--- config.mk ---
export PLATFORM = sky130hd
export DESIGN_NAME = vga_timing_gen
export DESIGN_NICKNAME = d
export VERILOG_FILES = /design/src/rtl/vga_timing_gen.sv
export SDC_FILE = /design/constraint.sdc
export NUM_CORES = 1
export LEC_CHECK = 0
export ABC_AREA = 1
export CORE_MARGIN = 2
export CORE_UTILIZATION = 55
export DETAILED_ROUTE_END_ITERATION = 16
export GPL_ROUTABILITY_DRIVEN = 0
export PLACE_DENSITY = 0.86
export SLEW_MARGIN = 5
export SYNTH_ARGS = -nofsm -noshare
export SYNTH_HDL_FRONTEND = slang
export SYNTH_SLANG_ARGS = --single-unit
--- constraint.sdc ---
create_clock -name clk_i -period 3.3 [get_ports clk_i]
set_input_delay 0.66 -clock clk_i [delete_from_list [all_inputs] [get_ports clk_i]]
set_output_delay 0.66 -clock clk_i [all_outputs]
set_load 0.03 [all_outputs]
--- src/rtl/vga_timing_gen.sv ---
// VGA raster timing generator: pixel counters plus registered de/hsync/vsync/frame_start decodes.
// Optional macro VGA_TIMING_SYNC_DLY_EN delays the decodes by SYNC_DLY enabled strobes.
module vga_timing_gen #(
   parameter int unsigned PIX_WIDTH = 12,
   parameter int unsigned H_ACTIVE  = 1280,
   parameter int unsigned H_FP      = 48,
   parameter int unsigned H_SYNC    = 112,
   parameter int unsigned H_BP      = 248,
   parameter int unsigned V_ACTIVE  = 1024,
   parameter int unsigned V_FP      = 1,
   parameter int unsigned V_SYNC    = 3,
   parameter int unsigned V_BP      = 38,
   parameter bit          HSYNC_POL = 1'b1,
   parameter bit          VSYNC_POL = 1'b1,
   parameter int unsigned SYNC_DLY  = 2
) (
   input  logic                 clk_i,
   input  logic                 rstn_i,
   input  logic                 pix_en_i,
   output logic [PIX_WIDTH-1:0] pix_x_o,
   output logic [PIX_WIDTH-1:0] pix_y_o,
   output logic                 de_o,
   output logic                 hsync_o,
   output logic                 vsync_o,
   output logic                 frame_start_o
);

   localparam int unsigned H_TOTAL   = H_ACTIVE + H_FP + H_SYNC + H_BP;
   localparam int unsigned V_TOTAL   = V_ACTIVE + V_FP + V_SYNC + V_BP;
   localparam int unsigned HS_START  = H_ACTIVE + H_FP;
   localparam int unsigned HS_END    = H_ACTIVE + H_FP + H_SYNC;
   localparam int unsigned VS_START  = V_ACTIVE + V_FP;
   localparam int unsigned VS_END    = V_ACTIVE + V_FP + V_SYNC;

   // Decode bundle layout: {frame_start, vsync, hsync, de}
   localparam logic [3:0] DEC_RST = {1'b0, ~VSYNC_POL, ~HSYNC_POL, 1'b0};

   if (H_TOTAL > 2**PIX_WIDTH) begin : g_h_total_chk
      $error("vga_timing_gen: H_TOTAL does not fit in PIX_WIDTH");
   end
   if (V_TOTAL > 2**PIX_WIDTH) begin : g_v_total_chk
      $error("vga_timing_gen: V_TOTAL does not fit in PIX_WIDTH");
   end

   logic [PIX_WIDTH-1:0] h_cnt;
   logic [PIX_WIDTH-1:0] v_cnt;
   logic [31:0]          h_ext;
   logic [31:0]          v_ext;
   logic                 h_last;
   logic                 v_last;
   logic [3:0]           dec_d;
   logic [3:0]           dec_r;
   logic [3:0]           dec_out;

   always_comb begin
      h_ext  = 32'(h_cnt);
      v_ext  = 32'(v_cnt);
      h_last = (h_ext == H_TOTAL - 1);
      v_last = (v_ext == V_TOTAL - 1);
   end

   always_ff @(posedge clk_i or negedge rstn_i) begin
      if (!rstn_i) begin
         h_cnt <= '0;
         v_cnt <= '0;
      end else if (pix_en_i) begin
         if (h_last) begin
            h_cnt <= '0;
            if (v_last) v_cnt <= '0;
            else        v_cnt <= v_cnt + 1'b1;
         end else begin
            h_cnt <= h_cnt + 1'b1;
         end
      end
   end

   always_comb begin
      dec_d    = DEC_RST;
      dec_d[0] = (h_ext < H_ACTIVE) && (v_ext < V_ACTIVE);
      dec_d[1] = ((h_ext >= HS_START) && (h_ext < HS_END)) ? HSYNC_POL : !HSYNC_POL;
      dec_d[2] = ((v_ext >= VS_START) && (v_ext < VS_END)) ? VSYNC_POL : !VSYNC_POL;
      dec_d[3] = (h_cnt == '0) && (v_cnt == '0);
   end

   // Coordinates and decodes share one register stage so they stay aligned.
   always_ff @(posedge clk_i or negedge rstn_i) begin
      if (!rstn_i) begin
         pix_x_o <= '0;
         pix_y_o <= '0;
         dec_r   <= DEC_RST;
      end else if (pix_en_i) begin
         pix_x_o <= h_cnt;
         pix_y_o <= v_cnt;
         dec_r   <= dec_d;
      end
   end

`ifdef VGA_TIMING_SYNC_DLY_EN
   if (SYNC_DLY < 1) begin : g_dly_chk
      $error("vga_timing_gen: SYNC_DLY must be at least 1");
   end

   logic [3:0] dly_q [SYNC_DLY];

   always_ff @(posedge clk_i or negedge rstn_i) begin
      if (!rstn_i) begin
         for (int unsigned i = 0; i < SYNC_DLY; i++) dly_q[i] <= DEC_RST;
      end else if (pix_en_i) begin
         dly_q[0] <= dec_r;
         for (int unsigned i = 1; i < SYNC_DLY; i++) dly_q[i] <= dly_q[i-1];
      end
   end

   assign dec_out = dly_q[SYNC_DLY-1];
`else
   assign dec_out = dec_r;
`endif

   assign de_o          = dec_out[0];
   assign hsync_o       = dec_out[1];
   assign vsync_o       = dec_out[2];
   assign frame_start_o = dec_out[3];

endmodule

==> run summary, run 1 <==
Die H -> 73.73 um
WHS Endpoint -> pix_x_o[3]
syn_area_per_cell -> 7.887 um2
CP delay by family, top -> buffers and inverters
sequential cell area -> 1301 um2
CP Launch Type -> flip-flop
Worst-path clk slew -> 0.09 ns
VDD IR max -> 0.2913 mV
area of the die -> 5435 um2
antenna violations before repair -> 0
synthesized flop and latch total -> 52
r2r worst-path depth -> 7
reg2reg start -> v_cnt[0]
Core ar. -> 4692 um2
slew margin rel. -> 25.51%
Clock Latency Late Sink -> 0.31 ns
kind of critical path -> reg -> out
final core occ -> 65.47%
outcome -> finished, final reports clean
Syn. warnings -> 0
Sink Count -> 52
skew final -> 0.007313 ns
CP Cell Sequence -> clkdlybuf4s50_1
htree depth -> 2
vias in the first global route -> 2122
area of the mapped netlist -> 2674 um2
Slew @ Worst Pin -> 1.117 ns
post-route antenna net violation count -> 0
CP bufs+invs -> 1
min-delay worst type -> reg -> reg
Die Width -> 73.73 um
Pre-antenna DRT Iters -> 4
Post-DP Area -> 2994 um2
total wire length -> 5.692 mm
CP max-delay cell -> clkdlybuf4s50_1
Slew Limit Fails -> 0
CTS tree -> built
Sw Ratio -> 32.93%
final worst-path cycle share -> 61.82%
Ant. Diodes -> 0
count of hold-fix buffers inserted at cts -> 0
Cell variety after synth -> 31
wire per inst -> 13.46 um
cts bufs inserted -> 5
DRC viols -> 0
Clock Tree Root -> clkbuf_8
peak per-stage delay on the critical path -> 0.69 ns
min-delay src -> pix_x_o[3]
1st-iter DRT viols -> 202
DP HPWL -> 4.097 mm
vias post-DR -> 2333
Reg power frac -> 53.3%
# resized after CTS -> 0
# IOs -> 31
R2R Path End -> v_cnt[6]
multi-input logic area -> 1169 um2
PnR Total Power -> 1.437 mW
Crit path arrival time -> 1.38 ns
# setup viols final -> 0
number of max-cap violations -> 0
Initial Util -> 56.99%
GRT Util Overall -> 23.61%
Overflow after GRT -> 0
post-synthesis sequential area ratio -> 48.67%
required time worst endpoint -> 2.64 ns
CP Capture Type -> primary output
first-pass GRT wire length -> 9.818 mm
pwr/cell area -> 467.7 nW/um2
share of cells above drive strength 1 -> 7.317%
Cells after Synth -> 339
total negative slack -> 0 ns
Reg2Reg Setup Slack -> 1.71 ns
Int Power -> 963.5 uW
Clock power frac -> 23.8%
unrepaired setup endpoints after global routing -> false
Max Buffers Root-to-Sink -> 2
Port Buf Inserts -> 30
final hold vios -> 0
Vias/cell -> 5.515
largest net degree at the start of global routing -> 53
worst hold stages -> 2
Final Critical Period -> 2.040 ns
logic gate share of total power -> 22.9%
sw power -> 473.1 uW
Nets -> 377
Area growth, synth to finish -> 14.88%
LEAKAGE -> 1.471 nW
Post-CTS Setup Inserts -> 0
worst-path fanout max -> 2
# fillers -> 393
maximum clock rate -> 0.4902 GHz
FP Rows -> 25
cell area after layout -> 3072 um2
post-synth net total -> 347
[metrics by stage]
stage	hold WS, ns	cells	worst slack (ns)
2_1_floorplan	0.3644	339	1.828
3_3_place_gp	0.4600	416	1.107
3_5_place_dp	0.4586	416	1.043
4_1_cts	0.4802	423	1.254
5_1_grt	0.5083	423	1.162
6_report	0.4758	423	1.260
[cell type report]
class                           instances  area share, %
Multi-Input combinational cell        240          38.04
Sequential cell                        52          42.36
Clock inverter                          1         0.1629
Clock buffer                            6          2.363
Inverter                               37          4.521
Timing Repair Buffer                   33          10.35
Tap cell                               54          2.200
[sequential cells by signal, indices dropped and copies added (netlist names)]
name,count
dec_out,4
pix_x_o,12
v_cnt,12
h_cnt,12
pix_y_o,12
[power groups by stage]
stage	combinational (mW)	sequential, mW	clock [mW]
2_1_floorplan	0.158	0.825	0
3_3_place_gp	0.320	0.777	0
3_5_place_dp	0.331	0.776	0
4_1_cts	0.331	0.765	0.352
5_1_grt	0.376	0.775	0.380
6_report	0.329	0.765	0.342
[cell usage in the layout (no fill, tap or decap), types with 2 or more instances in the layout]
cell type / count
o21ai_2: 2
xor2_1: 5
o21ai_0: 31
buf_4: 3
inv_2: 3
nor2_1: 32
o21bai_1: 2
inv_1: 34
nor2_4: 2
ha_1: 5
dfrtp_1: 52
nor2_2: 3
clkdlybuf4s50_1: 29
nand3_1: 23
o2111ai_1: 2
nand2_1: 105
nand2_2: 4
nor3_1: 6
clkbuf_8: 5
nand4_1: 8
a21oi_1: 2
[layer usage]
layer,global-route usage (%),wire length (um),up-vias
li1,-,-,1139
met1,35.91,2834,1084
met2,33.23,2419,94
met3,3.978,324,16
met4,9.697,113,0
met5,0,0,-
[kinds of logic after synthesis]
family / count (synthesis) / share of synthesized area [%]
AOI/OAI and AO/OA: 41 / 8.517
xor gates and xnor gates: 5 / 1.638
adders and majority gates: 5 / 2.340
buffers and inverters: 47 / 7.627
and+or+nand+nor: 189 / 31.21
DFF: 52 / 48.67
[cell usage after synthesis]
cell / instances / share of area [%]
nor2_4: 2 / 0.84
nand3_1: 23 / 4.3
nor3b_1: 1 / 0.28
clkbuf_8: 1 / 0.51
buf_2: 5 / 0.94
nand2_1: 105 / 15
ha_1: 5 / 2.3
or2_2: 1 / 0.23
o21bai_1: 2 / 0.56
inv_2: 3 / 0.42
a21oi_1: 2 / 0.37
and3_1: 1 / 0.23
o21ai_2: 2 / 0.66
buf_6: 1 / 0.42
nor2_1: 32 / 4.5
inv_1: 34 / 4.8
xor2_1: 5 / 1.6
o21a_1: 1 / 0.28
nor3_1: 6 / 1.1
nand3_2: 1 / 0.37
nand3b_1: 1 / 0.28
clkbuf_1: 2 / 0.28
o21ai_1: 1 / 0.19
nand2_2: 4 / 0.94
o2111ai_1: 2 / 0.66
buf_4: 1 / 0.28
nor2_2: 3 / 0.70
o21ai_0: 31 / 5.8
nand4_1: 8 / 1.9
dfrtp_1: 52 / 49
nand4_4: 1 / 0.80
[how the worst max path moves through the flow]
stage                  endpoint  depth (start not counted)         from
global placement      v_cnt[11]                          6     pix_en_i
global route           h_cnt[3]                          6     pix_en_i
finish              pix_x_o[10]                          1  pix_x_o[10]
detailed placement     h_cnt[3]                          6     pix_en_i
CTS                 pix_x_o[10]                          1  pix_x_o[10]
floorplan            pix_x_o[7]                          5     pix_en_i
(Power assumes the default switching activity.)
==> run 2, diff against run 1 <==
Settings changed: CORE_UTILIZATION 55 to 50, PLACE_DENSITY 0.86 to 0.82.
Clock period 3.3 ns to 1.7 ns, I/O delays scaled along.
==> run 2 against run 1 <==
  * Setup slack worse by 1.1 ns
  * Worst hold slack better by 0.0021 ns
  * Clock skew down 0.0018 ns
  * Via count is 1.7% higher
  * Global-route usage decreased by 2.2 points
  * Utilization shrank 3.3 points
  * Critical path depth rose by 4
  * Register-to-register slack worse by 1.6 ns
  * Sequential power increased by 95%
  * Largest power group unchanged
==> run summary, run 2 (synthesis results as in run 1) <==
outcome -> finished, final reports clean
Pre-antenna DRT Iters -> 4
logic gate share of total power -> 22.8%
vias in the first global route -> 2177
Clock power frac -> 25.6%
Hold Slack -> 0.4778 ns
Vias/cell -> 5.321
number of max-cap violations -> 0
Ant. Diodes -> 0
required time worst endpoint -> 1.93 ns
Reg2Reg Setup Slack -> 0.14 ns
final hold vios -> 0
unrepaired setup endpoints after global routing -> false
Crit path arrival time -> 1.79 ns
CP delay by family, top -> simple AND/OR/NAND/NOR gates
Sink Count -> 52
Clock Tree Root -> clkbuf_8
cts bufs inserted -> 5
Int Power -> 1.886 mW
antenna violations before repair -> 0
Die H -> 77.13 um
reg2reg start -> h_cnt[0]
CTS tree -> built
CP Capture Type -> flip-flop
share of cells above drive strength 1 -> 9.043%
first-pass GRT wire length -> 10.23 mm
FP Rows -> 26
min-delay src -> pix_x_o[3]
area of the die -> 5948 um2
WHS Endpoint -> pix_x_o[3]
Initial Util -> 52.02%
wire per inst -> 13.76 um
total negative slack -> 0 ns
worst-path fanout max -> 18
Max Buffers Root-to-Sink -> 2
CP bufs+invs -> 1
largest net degree at the start of global routing -> 28
Core ar. -> 5140 um2
Overflow after GRT -> 0
LEAKAGE -> 1.774 nW
R2R Path End -> v_cnt[1]
Port Buf Inserts -> 30
DP HPWL -> 4.497 mm
Clock Latency Late Sink -> 0.32 ns
maximum clock rate -> 0.6423 GHz
Die Width -> 77.13 um
final worst-path cycle share -> 91.58%
most common cell after layout, fill and taps aside -> nand2_1
DRC viols -> 0
worst hold stages -> 2
VDD IR max -> 0.5060 mV
CP max-delay cell -> dfrtp_1
final core occ -> 62.20%
Slew Limit Fails -> 0
Nets -> 383
Slew @ Worst Pin -> 0.4803 ns
Area growth, synth to finish -> 19.56%
total wire length -> 6.135 mm
pwr/cell area -> 901.5 nW/um2
peak per-stage delay on the critical path -> 0.39 ns
most frequent cells in the layout -> nand2_1 (105), dfrtp_1 (52), inv_1 (34)
Final Critical Period -> 1.557 ns
CP Cell Sequence -> ha_1, inv_1, nor2_2, nand4_4, o21ai_0
slew margin rel. -> 67.98%
min-delay worst type -> reg -> reg
kind of critical path -> reg -> reg
Worst-path clk slew -> 0.10 ns
worst setup path start -> h_cnt[0]
r2r worst-path depth -> 5
vias post-DR -> 2373
GRT Util Overall -> 21.45%
# setup viols final -> 0
post-route antenna net violation count -> 0
1st-iter DRT viols -> 186
skew final -> 0.005500 ns
sw power -> 996.3 uW
CP Launch Type -> flip-flop
Sw Ratio -> 34.57%
htree depth -> 2
# IOs -> 31
Reg power frac -> 51.6%
run 2: cell types whose count changed in the layout (fill, tap and decap cells not counted), moves of 2 or more:
cell and change:
buf_4 +3, clkinvlp_4 +2, dlygate4sd2_1 +14, buf_12 +2
clkdlybuf4s50_1 -28, dlymetal6s2s_1 +14
run 2: area by class of cell:
class / instances / area, um2
sequential: 52 / 1301
tap: 70 / 87.58
timing repair buffer: 39 / 407.9
fill: 478 / 1943
multi-input combinational: 240 / 1169
clock buffer: 5 / 68.82
inverter: 37 / 138.9
clock inverter: 3 / 23.77
run 2: tightest hold or removal path, stage by stage (launching register included):
cell and delay, ns:
dfrtp_1 0.35, nand2_1 0.05, nand2_1 0.05
run 2: worst max-delay path by stage:
stage / endpoint / slack (ns) / depth (start not counted)
floorplan: v_cnt[8] / 0.44 / 7
global placement: h_cnt[9] / 0.05 / 9
detailed placement: h_cnt[9] / -0.005 / 9
CTS: pix_y_o[5] / 0.0002 / 1
global route: v_cnt[2] / 0.06 / 5
finish: v_cnt[1] / 0.14 / 5
run 2: metal layers:
| metal | up-vias | routed length (um) | global-route usage (%) |
|---|---|---|---|
| li1 | 1147 | - | - |
| met1 | 1114 | 2811 | 28.99 |
| met2 | 97 | 2778 | 34.17 |
| met3 | 15 | 398 | 3.882 |
| met4 | 0 | 147 | 8.750 |
| met5 | - | 0 | 0 |
run 2: through the flow:
step	cells	power [mW]	instance area [um2]	worst slack, ns
2_1_floorplan	339	1.909	2674	0.4357
3_3_place_gp	437	2.153	3077	0.05358
3_5_place_dp	437	2.177	3077	-0.005150
4_1_cts	446	2.899	3162	0.0001672
5_1_grt	446	3.014	3197	0.05711
6_report	446	2.882	3197	0.1431
run 2: what timing repair did:
item / in CTS / in global routing
pin swaps: 0 / 0
gates cloned: 0 / 0
buffers inserted: 0 / 0
endpoints found under the hold margin: 17 / 0
resized for setup: 14 / 14
endpoints found under the setup margin: 14 / 14
hold buffers: 1 / 0
run 2: power groups by stage:
stage,registers [mW],logic [mW],clock network [mW]
floorplan,1.60,0.307,0
global placement,1.50,0.648,0
detailed placement,1.51,0.670,0
CTS,1.49,0.666,0.748
global route,1.50,0.729,0.783
finish,1.49,0.657,0.738
==> run 3, diff against run 2 <==
Settings changed: CORE_MARGIN 2 to not set, MAX_ROUTING_LAYER set to met4.
==> run 3 against run 2 <==
  * The flow now finishes with violations (negative hold slack)
  * Total power is 0.34% higher
  * Non-clock buffer count is 1 lower
  * Critical path depth is 4 lower
  * First-iteration DRC count is 12% lower
  * Wire length is 3.9% lower
  * Cell count is 0.22% lower
  * Maximum frequency is 6.7% lower
  * Die area is 5.1% lower
  * Worst hold slack worse by 0.49 ns
  * Combinational power is 1% higher
  * Sequential share of layout area is 0.28 points lower
  * Cell area is 0.70% higher
  * Critical path type is now reg -> out
==> run summary, run 3 (synthesis results as in run 1) <==
outcome -> finished, violations left
failing checks -> negative hold slack
final hold vios -> 4
Post-Place Setup Slack -> -0.03875 ns
Sw Ratio -> 33.44%
worst setup path start -> pix_y_o[7]
first-pass GRT wire length -> 9.942 mm
vias in the first global route -> 2149
post-route antenna net violation count -> 0
Reg power frac -> 51.6%
Core ar. -> 5140 um2
GRT Util Overall -> 24.42%
Pre-antenna DRT Iters -> 4
slew margin rel. -> 64.61%
Initial Util -> 52.02%
htree depth -> 2
Clock Latency Late Sink -> 0.31 ns
cts bufs inserted -> 5
Worst-path clk slew -> 0.09 ns
Post-Layout Cell Count -> 445
final core occ -> 62.63%
VDD IR max -> 0.6006 mV
sw power -> 967.0 uW
Overflow after GRT -> 0
Die H -> 75.13 um
share of cells above drive strength 1 -> 9.067%
kind of critical path -> reg -> out
FP Rows -> 26
CP Cell Sequence -> clkdlybuf4s50_1
logic gate share of total power -> 23.0%
unrepaired setup endpoints after global routing -> false
DRC viols -> 0
vias post-DR -> 2308
CP delay by family, top -> buffers and inverters
# IOs -> 31
Clock Tree Root -> clkbuf_8
CP bufs+invs -> 1
maximum clock rate -> 0.5990 GHz
total wire length -> 5.895 mm
Hold Slack -> -0.009950 ns
DP HPWL -> 4.371 mm
largest net degree at the start of global routing -> 53
final worst-path cycle share -> 98.20%
Clock power frac -> 25.4%
Port Buf Inserts -> 30
Area growth, synth to finish -> 20.40%
count of hold-fix buffers inserted at cts -> 0
Slew Limit Fails -> 0
wire per inst -> 13.25 um
most common cell after layout, fill and taps aside -> nand2_1
CP max-delay cell -> clkdlybuf4s50_1
CTS tree -> built
skew final -> 0.005454 ns
min-delay worst type -> in -> async
placed cell count -> 437
worst-path fanout max -> 2
Nets -> 382
Max Buffers Root-to-Sink -> 2
required time worst endpoint -> 1.36 ns
total negative slack -> 0 ns
PnR Total Power -> 2.892 mW
Slew @ Worst Pin -> 0.5303 ns
LEAKAGE -> 1.857 nW
number of max-cap violations -> 0
Sink Count -> 52
most frequent cells in the layout -> nand2_1 (105), dfrtp_1 (52), inv_1 (34)
peak per-stage delay on the critical path -> 0.67 ns
CP Capture Type -> primary output
reg2reg start -> h_cnt[11]
pwr/cell area -> 898.3 nW/um2
CP Launch Type -> flip-flop
# setup viols final -> 0
Worst path depth -> 1
Die Width -> 75.13 um
Ant. Diodes -> 0
Crit path arrival time -> 1.33 ns
Int Power -> 1.925 mW
r2r worst-path depth -> 5
Final Critical Period -> 1.669 ns
Post-CTS Setup Inserts -> 0
1st-iter DRT viols -> 164
antenna violations before repair -> 0
area of the die -> 5644 um2
final worst slack -> 0.03060 ns
Vias/cell -> 5.187
-- run 3: cell types whose count changed in the layout (fill, tap and decap cells not counted), moves of 2 or more --
cell | previous run | this run
clkdlybuf4s50_1 | 1 | 3
clkinvlp_4 | 2 | 0
clkinv_2 | 0 | 2
dlymetal6s2s_1 | 14 | 22
dlygate4sd2_1 | 14 | 4
-- run 3: what timing repair did --
item,CTS,global route
gates cloned,0,0
resized for setup,4,22
setup endpoints to repair,4,22
-- run 3: power by group through the flow --
| stage | Combinational, mW | Clock [mW] | Sequential [mW] |
|---|---|---|---|
| 3_3_place_gp | 0.653 | 0 | 1.51 |
| 3_5_place_dp | 0.671 | 0 | 1.52 |
| 2_1_floorplan | 0.307 | 0 | 1.60 |
| 6_report | 0.666 | 0.734 | 1.49 |
| 5_1_grt | 0.742 | 0.789 | 1.51 |
| 4_1_cts | 0.672 | 0.745 | 1.49 |
-- run 3: path summary, 6_finish.rpt --
kind                                   end  slack (ns)
worst max-delay path            pix_y_o[7]        0.03
worst min-delay path             v_cnt[11]       -0.01
worst max register to register    v_cnt[2]        0.18
worst min register to register  dec_out[1]        0.49
max in group asynchronous       pix_x_o[5]        1.46
min in group clk_i              dec_out[1]        0.49
-- run 3: per-stage QoR --
| stage | hold WS [ns] | area [um2] |
|---|---|---|
| 3_5_place_dp | 0.3531 | 3077 |
| 2_1_floorplan | 0.04441 | 2674 |
| 5_1_grt | 0.03021 | 3219 |
| 4_1_cts | 0.01611 | 3164 |
| 6_report | -0.009950 | 3219 |
| 3_3_place_gp | 0.3491 | 3077 |
-- run 3: final cells by class --
class	count	area, um2
fillers	456	1921
flip-flops and latches	52	1301
multi-input cells	240	1169
repair buffers	38	430.4
inverters	37	138.9
well taps	70	87.58
clock buffers	6	82.58
clock inverters	2	10.01
-- run 3: routing by layer --
| metal | global-route usage, % | vias to the layer above | share of wire (%) |
|---|---|---|---|
| li1 | - | 1154 | - |
| met1 | 32.55 | 1068 | 47 |
| met2 | 37.54 | 77 | 47 |
| met3 | 4.016 | 9 | 4.8 |
| met4 | 9.224 | 0 | 1.7 |
| met5 | - | - | 0 |
